$ cat src/rtl/lieat_vreg_wbpack_if.sv
// lieat_vreg_wbpack_if: command, element and vregfile group-write signals of the writeback packer
interface lieat_vreg_wbpack_if #(
  parameter int XLEN = 32,
  parameter int REG_IDX = 5,
  parameter int VL_W = 6
);
  logic cmd_valid;
  logic cmd_ready;
  logic [REG_IDX-1:0] cmd_rd;
  logic [VL_W-1:0] cmd_vl;
  logic [1:0] cmd_sew;
  logic cmd_vm;
  logic [XLEN-1:0] cmd_mask;
  logic elem_valid;
  logic elem_ready;
  logic [XLEN-1:0] elem_data;
  logic vreg_wvalid;
  logic [REG_IDX-1:0] vreg_rd0;
  logic [7:0][3:0] vreg_wmask;
  logic [7:0][XLEN-1:0] vreg_wdata;
  modport slave (
    input cmd_valid, cmd_rd, cmd_vl, cmd_sew, cmd_vm, cmd_mask, elem_valid, elem_data,
    output cmd_ready, elem_ready, vreg_wvalid, vreg_rd0, vreg_wmask, vreg_wdata
  );
  modport master (
    output cmd_valid, cmd_rd, cmd_vl, cmd_sew, cmd_vm, cmd_mask, elem_valid, elem_data,
    input cmd_ready, elem_ready, vreg_wvalid, vreg_rd0, vreg_wmask, vreg_wdata
  );
endinterface

$ cat src/rtl/lieat_vreg_wbpack.sv
// lieat_vreg_wbpack: packs SEW-sized lane results into an 8-register group and issues one group write
module lieat_vreg_wbpack #(
  parameter int XLEN = 32,
  parameter int REG_IDX = 5,
  parameter int VL_W = 6
) (
  input  logic clock,
  input  logic reset,
  lieat_vreg_wbpack_if.slave bus,
  output logic done,
  output logic busy
);
  typedef enum logic [1:0] {IDLE, COLLECT, WRITE} state_t;
  state_t state, state_nx;
  logic [VL_W-1:0] idx, vl_eff, vl_max, vl_in;
  logic [REG_IDX-1:0] rd;
  logic [1:0] sew, sew_in;
  logic vm, acc, take, last, cmd_acc;
  logic [XLEN-1:0] mask, dm;
  logic [7:0][XLEN-1:0] dbuf;
  logic [7:0][3:0] mbuf;
  logic [4:0] off;
  logic [3:0] sz;
  always_comb begin
    sew_in = bus.cmd_sew == 2'b11 ? 2'b10 : bus.cmd_sew;
    vl_max = VL_W'(32) >> sew_in;
    vl_in = bus.cmd_vl > vl_max ? vl_max : bus.cmd_vl;
    off = idx[4:0] << sew;
    sz = sew == 2'b00 ? 4'h1 : sew == 2'b01 ? 4'h3 : 4'hF;
    dm = {{8{sz[3]}}, {8{sz[2]}}, {8{sz[1]}}, {8{sz[0]}}};
    cmd_acc = state == IDLE && bus.cmd_valid;
    acc = state == COLLECT && bus.elem_valid;
    take = vm | mask[idx[4:0]];
    last = idx == vl_eff - 1'b1;
    state_nx = state == IDLE ? (cmd_acc ? (vl_in != '0 ? COLLECT : WRITE) : IDLE)
             : state == COLLECT ? (acc && last ? WRITE : COLLECT) : IDLE;
    bus.cmd_ready = state == IDLE;
    bus.elem_ready = state == COLLECT;
    busy = state != IDLE;
    done = state == WRITE;
    bus.vreg_wvalid = done && vl_eff != '0;
    bus.vreg_rd0 = rd;
    bus.vreg_wmask = done ? mbuf : '0;
    bus.vreg_wdata = done ? dbuf : '0;
  end
  always_ff @(posedge clock or negedge reset)
    if (!reset) state <= IDLE;
    else state <= state_nx;
  // Buffers start cleared, so unaccepted tail bytes and masked-off elements stay zero
  always_ff @(posedge clock or negedge reset)
    if (!reset) begin
      idx <= '0;
      vl_eff <= '0;
      rd <= '0;
      sew <= '0;
      vm <= 1'b0;
      mask <= '0;
      dbuf <= '0;
      mbuf <= '0;
    end else if (cmd_acc) begin
      idx <= '0;
      vl_eff <= vl_in;
      rd <= bus.cmd_rd;
      sew <= sew_in;
      vm <= bus.cmd_vm;
      mask <= bus.cmd_mask;
      dbuf <= '0;
      mbuf <= '0;
    end else if (acc) begin
      idx <= idx + 1'b1;
      if (take) begin
        dbuf[off[4:2]] <= dbuf[off[4:2]] | ((bus.elem_data & dm) << {off[1:0], 3'b000});
        mbuf[off[4:2]] <= mbuf[off[4:2]] | (sz << off[1:0]);
      end
    end
endmodule

$ cat src/flat_wrapper.sv
// flat-port wrapper written by rule: the top's interface ports become plain ports
module lieat_vreg_wbpack_flat 
#(
  parameter int XLEN = 32,
  parameter int REG_IDX = 5,
  parameter int VL_W = 6
)
  (clock, reset, done, busy, bus_cmd_valid, bus_cmd_rd, bus_cmd_vl, bus_cmd_sew, bus_cmd_vm, bus_cmd_mask, bus_elem_valid, bus_elem_data, bus_cmd_ready, bus_elem_ready, bus_vreg_wvalid, bus_vreg_rd0, bus_vreg_wmask, bus_vreg_wdata);
  lieat_vreg_wbpack_if #(.XLEN(XLEN), .REG_IDX(REG_IDX), .VL_W(VL_W)) bus_i ();
  input  logic clock;
  input  logic reset;
  output logic done;
  output logic busy;
  input wire logic [$bits(bus_i.cmd_valid)-1:0] bus_cmd_valid;
  input wire logic [$bits(bus_i.cmd_rd)-1:0] bus_cmd_rd;
  input wire logic [$bits(bus_i.cmd_vl)-1:0] bus_cmd_vl;
  input wire logic [$bits(bus_i.cmd_sew)-1:0] bus_cmd_sew;
  input wire logic [$bits(bus_i.cmd_vm)-1:0] bus_cmd_vm;
  input wire logic [$bits(bus_i.cmd_mask)-1:0] bus_cmd_mask;
  input wire logic [$bits(bus_i.elem_valid)-1:0] bus_elem_valid;
  input wire logic [$bits(bus_i.elem_data)-1:0] bus_elem_data;
  output wire logic [$bits(bus_i.cmd_ready)-1:0] bus_cmd_ready;
  output wire logic [$bits(bus_i.elem_ready)-1:0] bus_elem_ready;
  output wire logic [$bits(bus_i.vreg_wvalid)-1:0] bus_vreg_wvalid;
  output wire logic [$bits(bus_i.vreg_rd0)-1:0] bus_vreg_rd0;
  output wire logic [$bits(bus_i.vreg_wmask)-1:0] bus_vreg_wmask;
  output wire logic [$bits(bus_i.vreg_wdata)-1:0] bus_vreg_wdata;
  assign bus_i.cmd_valid = bus_cmd_valid;
  assign bus_i.cmd_rd = bus_cmd_rd;
  assign bus_i.cmd_vl = bus_cmd_vl;
  assign bus_i.cmd_sew = bus_cmd_sew;
  assign bus_i.cmd_vm = bus_cmd_vm;
  assign bus_i.cmd_mask = bus_cmd_mask;
  assign bus_i.elem_valid = bus_elem_valid;
  assign bus_i.elem_data = bus_elem_data;
  assign bus_cmd_ready = bus_i.cmd_ready;
  assign bus_elem_ready = bus_i.elem_ready;
  assign bus_vreg_wvalid = bus_i.vreg_wvalid;
  assign bus_vreg_rd0 = bus_i.vreg_rd0;
  assign bus_vreg_wmask = bus_i.vreg_wmask;
  assign bus_vreg_wdata = bus_i.vreg_wdata;
  lieat_vreg_wbpack #(.XLEN(XLEN), .REG_IDX(REG_IDX), .VL_W(VL_W)) u_core (.clock(clock), .reset(reset), .bus(bus_i), .done(done), .busy(busy));
endmodule
$ cat config.mk
export PLATFORM = sky130hd
export DESIGN_NAME = lieat_vreg_wbpack_flat
export DESIGN_NICKNAME = d
export VERILOG_FILES = /design/src/rtl/lieat_vreg_wbpack_if.sv /design/src/rtl/lieat_vreg_wbpack.sv /design/src/flat_wrapper.sv
export SDC_FILE = /design/constraint.sdc
export NUM_CORES = 1
export LEC_CHECK = 0
export BUFFER_PORTS_ARGS = -buffer_cell sky130_fd_sc_hd__buf_2
export CAP_MARGIN = 20
export CORE_MARGIN = 10
export CORE_UTILIZATION = 46
export DETAILED_ROUTE_END_ITERATION = 12
export PLACE_DENSITY = 0.65
export SETUP_SLACK_MARGIN = 0.4
export SLEW_MARGIN = 20
export SYNTH_ARGS = -nofsm -noshare
export SYNTH_HDL_FRONTEND = slang
export SYNTH_SLANG_ARGS = --single-unit
$ cat constraint.sdc
create_clock -name clock -period 3 [get_ports clock]
set_clock_uncertainty 0.2 [all_clocks]
set_input_delay 0.3 -clock clock [delete_from_list [all_inputs] [get_ports clock]]
set_output_delay 0.3 -clock clock [all_outputs]
set_load 0.005 [all_outputs]
# [After elaboration in Yosys (flattened, before gate mapping)]
# Cells that the tools add are included.
[classes] n_lt_le_gt_ge=4 n_addsub=2 mux=31 n_bitwise=4 n_reduce_logical=13 shifts=4 eq_ne=5
[op_table] cell="two-way mux 256 bit" count=4
[op_table] cell="bitwise mux 256 bit" count=1
[op_table] cell="two-way mux 32 bit" count=6
[op_table] cell="binary-select mux 32 bit (select 3 bit)" count=1
[op_table] cell="demux 32 bit (select 3 bit)" count=1
[op_table] cell="AND 32 bit" count=1
[op_table] cell="bitwise mux 32 bit" count=1
[op_table] cell="bitwise OR 32 bit" count=1
[op_table] cell="<< shifter 32 x 5 -> 32 bit" count=1
[op_table] cell="two-way mux 6 bit" count=3
[op_table] cell="two-way mux 4 bit" count=4
[op_table] cell="binary-select mux 4 bit (select 3 bit)" count=1
[op_table] cell="demux 4 bit (select 3 bit)" count=1
[op_table] cell="two-way mux 2 bit" count=6
[op_table] cell="nonzero test 6 bit" count=2
[op_table] cell="adder 6 x 1 -> 6 bit, second input constant" count=1
[op_table] cell="equality test 6 bit" count=1
[op_table] cell="greater-than comparator 6 bit" count=1
[op_table] cell="< comparator 5 x 6 -> 1 bit, second input constant" count=1
[op_table] cell="nonzero test 2 bit" count=3
[op_table] cell="right shift 6 x 2 -> 6 bit, first input constant" count=1
[op_table] cell="subtractor 6 x 1 -> 6 bit, second input constant" count=1
[op_table] cell="binary-select mux 1 bit (select 5 bit)" count=1
[op_table] cell="logical AND 1 bit" count=5
[op_table] cell="other kinds (11)" count=14
[word_totals] out_inout_bits=298 in_bits=82 regBits=342

# [Depth between registers and ports, before layout]
[logic_depth] ltp_word=10 mapped_depth=11 depth_no_buf=8

# [Worst setup path after synthesis]
# OpenSTA, ideal clock, no wires.
[synth_timing] kind="register to register" start="reg u_core.idx[0]" end="reg u_core.mbuf[10] (netlist name)" stages_incl_launch_ff=10 n_path_buf=3 setup_ps=78 setup_slack_ps=351 required_ps=2722 arrival_ps=2370 path_cell_list="dfrtp_1 buf_6 buf_6 mux2i_1 xnor2_1 clkbuf_1 a211oi_1 or4_1 o311a_4 o2bb2ai_1"
[synth_between] elab_chain_cells=9 elab_cells_between_ends=19
[synth_rtl] item="start: declaration" line_no="lieat_vreg_wbpack.sv:15" rtl="logic [VL_W-1:0] idx, vl_eff, vl_max, vl_in;"
[synth_rtl] item="start signal: assignment" line_no="lieat_vreg_wbpack.sv:70" rtl="idx <= idx + 1'b1;"
[synth_rtl] item="<< shifter 5 x 2 -> 5 bit" line_no="lieat_vreg_wbpack.sv:28" rtl="off = idx[4:0] << sew;"
[synth_rtl] item="< comparator 3 x 4 -> 1 bit (not written as such) or greater-or-equal comparator 3 x 1 -> 1 bit (tied branches)" line_no="lieat_vreg_wbpack.sv:73" rtl="mbuf[off[4:2]] <= mbuf[off[4:2]] | (sz << off[1:0]);"
[synth_rtl] item="logical AND 1 bit (not written as such)" line_no="lieat_vreg_wbpack.sv:73"
[synth_rtl] item="two-way mux 4 bit (not written as such)" line_no="lieat_vreg_wbpack.sv:73"
[synth_rtl] item="demux 4 bit (select 3 bit)"
[synth_rtl] item="bitwise mux 32 bit" line_no="lieat_vreg_wbpack.sv:73"
[synth_rtl] item="two-way mux 32 bit" line_no="lieat_vreg_wbpack.sv:71" rtl="if (take) begin"
[synth_rtl] item="two-way mux 32 bit" line_no="lieat_vreg_wbpack.sv:69" rtl="end else if (acc) begin"
[synth_rtl] item="two-way mux 32 bit" line_no="lieat_vreg_wbpack.sv:60" rtl="end else if (cmd_acc) begin"
[synth_rtl] item="end signal: indexed assignment" line_no="lieat_vreg_wbpack.sv:73"
[synth_rtl] item="end: declaration" line_no="lieat_vreg_wbpack.sv:21" rtl="logic [7:0][3:0] mbuf;"
# Parallel ways exist; a longest one is shown, timed or not. The select of a mux whose other input is x is not followed.
# A chain may end at the register's enable or synchronous reset.

# [Worst setup path in the final report]
[layout_timing] start="reg u_core.sew[1]" end="reg u_core.mbuf[28] (netlist name)"
[layout_between] elab_chain_cells=9 elab_cells_between_ends=18
[layout_rtl] item="start: declaration" line_no="lieat_vreg_wbpack.sv:17" rtl="logic [1:0] sew, sew_in;"
[layout_rtl] item="start signal: assignment" line_no="lieat_vreg_wbpack.sv:64" rtl="sew <= sew_in;"
[layout_rtl] item="<< shifter 5 x 2 -> 5 bit or equality test 2 x 1 -> 1 bit (tied branches)" line_no="lieat_vreg_wbpack.sv:28, lieat_vreg_wbpack.sv:29"
[layout_rtl] item="< comparator 3 x 4 -> 1 bit (not written as such) (tied with other cells)" line_no="lieat_vreg_wbpack.sv:73"
[layout_rtl] item="logical AND 1 bit (not written as such) or two-way mux 4 bit (tied branches)" line_no="lieat_vreg_wbpack.sv:73, lieat_vreg_wbpack.sv:29"
[layout_rtl] item="two-way mux 4 bit (not written as such) or << shifter 4 x 2 -> 4 bit (tied branches)" line_no="lieat_vreg_wbpack.sv:73"
[layout_rtl] item="demux 4 bit (select 3 bit) or bitwise OR 4 bit (tied branches)"
[layout_rtl] item="bitwise mux 32 bit *" line_no="lieat_vreg_wbpack.sv:73"
[layout_rtl] item="two-way mux 32 bit *" line_no="lieat_vreg_wbpack.sv:71"
[layout_rtl] item="two-way mux 32 bit *" line_no="lieat_vreg_wbpack.sv:69"
[layout_rtl] item="two-way mux 32 bit *" line_no="lieat_vreg_wbpack.sv:60"
# Every way passes the cells marked *; elsewhere a longest branch is shown, timed or not. The select of a mux whose other input is x is not followed.

==> metrics.md <==
| Metric | Value |
|---|---|
| Status | finished clean |
| CP startpoint kind | flip-flop |
| Combinational power share | ~60% |
| Dpl cell area | 0.0211 mm2 |
| Register-to-register setup slack | 0.14 ns |
| Worst Path Buf+Inv | 5 |
| Wirelength, routed | 84200 um |
| Clk slew on worst S/H paths | 0.06 ns |
| Net switching power figure | 13900 uW |
| First-pass GRT wire length | 117000 um |
| Port Buffers | 379 |
| YS warnings | 0 |
| DP Wirelength | 52400 um |
| Final non-filler cell area | between 0.02 and 0.03 mm2 |
| Worst Setup Path Type | flip-flop to flip-flop |
| Height of the die | 218 um |
| Number of I/O pins | 380 |
| CTS Sinks | roughly 340 |
| Initial Utilization | 46.6% |
| Die Wd | 218 um |
| Internal power | between 15000 and 20000 uW |
| Layout net count | roughly 2400 |
| Initial drt markers | 2330 |
| Mean Syn Cell Area | between 10 and 15 um2 |
| Pwr Total | 31500 uW |
| Crit-path cells | buf_6 > mux2i_4 > buf_4 > buf_6 > mux2i_1 > buf_4 > o21ai_4 > buf_12 > o22ai_2 > o41a_1 > o2bb2ai_1 |
| Sequential power share | 26.7% |
| Final Cycle Share | 95.4% |
| Clock power share | 14.8% |
| Layout cells sized above 1 | 40.2% |
| ANT nets after route | 0 |
| Power Dens Cells | around 1200 mW/mm2 |
| Bufs on Longest Clock Path | 3 |
| Post-synth cell types | 62 |
| Max-Cap Viols | 0 |
| Worst Hold Slack | 0.0571 ns |
| WL/cell | 29.5 um |
| Top_reg_cell synth | dfrtp_1 |
| Maximum clock frequency | around 350 MHz |
| Root buffer cell | clkbuf_16 |
| Inst Count DP | about 2600 |
| Post-route DRC | 0 |
| Fin Setup TNS | 0 ns |
| Fillcell total | 2853 |
| Max Slew Vio Count | 0 |
| Crit Path Max Fanout | 8 |
| #FFs+latches synth | around 340 |
| Pre-antenna DRT Iters | 5 |
| Vias in the first global route | roughly 18000 |
| Ys async rst share | 100% |
| Worst min path class | input pin to flip-flop |
| Num CTS Buffers | 37 |
| CTS HTree Levels | 2 |
| Initial antenna violation count | 3 |
| Total number of vias | 18600 |
| Final setup viols | 0 |
| Area delta synth->final | 45.4% |
| Gate Count Post-Synth | 1786 |
| Largest delay share family, worst path | compound AO/OA/AOI/OAI gates |
| Die ar. | 0.0477 mm2 |
| Global placement routability congestion | slightly above 0.9 |
| Commonest non-fill, non-tap cells in the layout | buf_2, dfrtp_1, and2_1, nand2_1, o2bb2ai_2 |
| Syn Std Cell Area | 0.0181 mm2 |
| Delay of the slowest cell on the worst path | a little under 0.6 ns |
| Drt via density | around 6.5 |
| Commonest non-fill, non-tap cell in the layout | buf_2 |
| Num rows | 72 |
| Worst Tran Pin Value | 0.792 ns |
| Worst relative slew slack | 47.0% |
| Register area share after synthesis | 47.3% |
| Net Count, Synth | around 1900 |
| Post-synth EDFFs | 0 |
| Critical path data required time | between 3 and 4 ns |
| Peak VDD IR | 0.706 mV |
| Switching Fraction | 44.2% |
| Largest net degree at the start of global routing | ~170 |
| WP data arrival | approximately 3.1 ns |
| Total congestion overflow | 0 |
| GR Util All Layers | 31.8% |
| Core Footprint | 0.0388 mm2 |
| Final hold violations | 0 |
| CP max stage cell | o41a_1 |
| Unrepaired setup endpoints after global routing | yes |
| Post-Layout Cell Count | 2850 |
| CTS tree | done |
| Min Tclk post-route | 2.86 ns |
| Leakage power | 0.0123 uW |
| CP endpoint kind | flip-flop |
| Clock insertion delay at the later pin of the skew report | roughly 0.54 ns |
-- tightest hold or removal path: stages --
cell and delay [ns]:
buf_2 0.12, and2_1 0.18, nand2_1 0.08, a21oi_1 0.05
-- per-layer routing --
layer / vias up / share of wire [%] / wire, um / track usage [%]
li1: 7674 / - / - / -
met1: 9156 / 37 / 30900 / 40.1
met2: 1395 / 45 / 38200 / 49.5
met3: 333 / 12 / 10100 / 8.29
met4: 4 / 5.9 / 4970 / 16.9
met5: - / 0.030 / 25 / 0
-- cells in the mapped netlist, drive strengths merged (2+ instances only) --
cell type	number	area share (%)
and3b	2	0.097
xor2	3	0.15
or3	41	1.4
o221ai	9	0.44
nand4	2	0.069
xnor2	10	0.48
nand2b	3	0.10
mux2i	36	2.0
nand3b	2	0.083
o21ai	19	0.61
o31ai	5	0.21
or4	21	0.87
o2111ai	2	0.097
or2	3	0.10
o31a	31	1.5
a22oi	26	1.1
o2bb2ai	264	13
o21a	3	0.12
dfrtp	342	47
nor3	17	0.47
mux4	9	1.1
buf	61	1.9
ha	6	0.41
and3	3	0.10
a31oi	3	0.10
o211ai	17	0.70
a21o	12	0.50
and2	291	10
nor2	48	1.0
nor4b	3	0.15
a21oi	53	1.5
o21bai	42	1.7
o22ai	42	1.5
clkbuf	107	2.2
nand3	4	0.11
nor4	3	0.10
nor3b	4	0.17
nand2	157	3.3
nor2b	4	0.14
a22o	33	1.6
inv	11	0.23
a211oi	20	0.83
-- metrics by stage --
step	util [%]	setup WS, ns
after global routing	67.8	0.105
final	67.8	0.137
after global placement	54.4	0.0752
after CTS	62.0	0.285
after detailed placement	54.4	0.00593
after floorplan	-	0.403
-- power groups by stage --
stage / clock network, uW / registers (uW) / logic [uW]
2_1_floorplan: 0 / 7280 / 7910
3_3_place_gp: 0 / 8080 / 11600
3_5_place_dp: 0 / 8100 / 11800
4_1_cts: 4630 / 8070 / 14400
5_1_grt: 4840 / 8500 / 19100
6_report: 4650 / 8390 / 18400
-- flip-flops by register name, summed over array words and instances, names as in the netlist --
name,flops
u_core.dbuf,256
u_core.mbuf,32
u_core.state,2
u_core.vm,1
u_core.sew,2
u_core.mask,32
u_core.idx,6
u_core.vl_eff,6
u_core.bus.vreg_rd0,5
-- final timing paths --
| check | start | to | depth (start not counted) |
|---|---|---|---|
| max | u_core.sew[1] | u_core.mbuf[28] | 11 |
| min | bus_elem_valid | u_core.idx[1] | 4 |
| max reg2reg | u_core.sew[1] | u_core.mbuf[28] | 11 |
| min reg2reg | u_core.bus.vreg_rd0[0] | u_core.bus.vreg_rd0[0] | 2 |
| max in group asynchronous | reset | u_core.idx[1] | 3 |
| min in group asynchronous | reset | u_core.dbuf[34] | 2 |
-- cells by family (layout without fill, tap and decap cells) --
kind of cell    count (synthesis)  count (layout)  synth area share [%]
fa+ha+maj                       6               6                 0.415
simple gates                  611             612                  18.5
buf+inv                       179             723                  4.31
flops                         342             342                  47.3
mux                            46              46                  3.17
compound gates                588             588                  25.7
other cells                     1               2                0.0207
xor+xnor                       13              13                 0.629
-- cell type report --
type	count	area, um2	share of cell area [%]
inverter	11	41.3	0.157
multi-input combinational	1266	10600	40.1
clock inverter	14	130	0.494
antenna	1	2.50	0.00951
sequential	342	8560	32.5
clock buffer	53	1090	4.14
timing repair buffer	645	5290	20.1
tap	518	648	2.46
-- repair_timing --
| action | CTS | global route |
|---|---|---|
| cloned | 8 | 16 |
| setup buffers | 72 | 26 |
| pin swaps | 37 | 73 |
| endpoints found under the hold margin | 390 | 0 |
| endpoints found under the setup margin | 288 | 398 |
| hold buffers | 47 | 0 |
| resized for setup | 120 | 294 |
No activity file was read; power rests on OpenSTA's default activity.
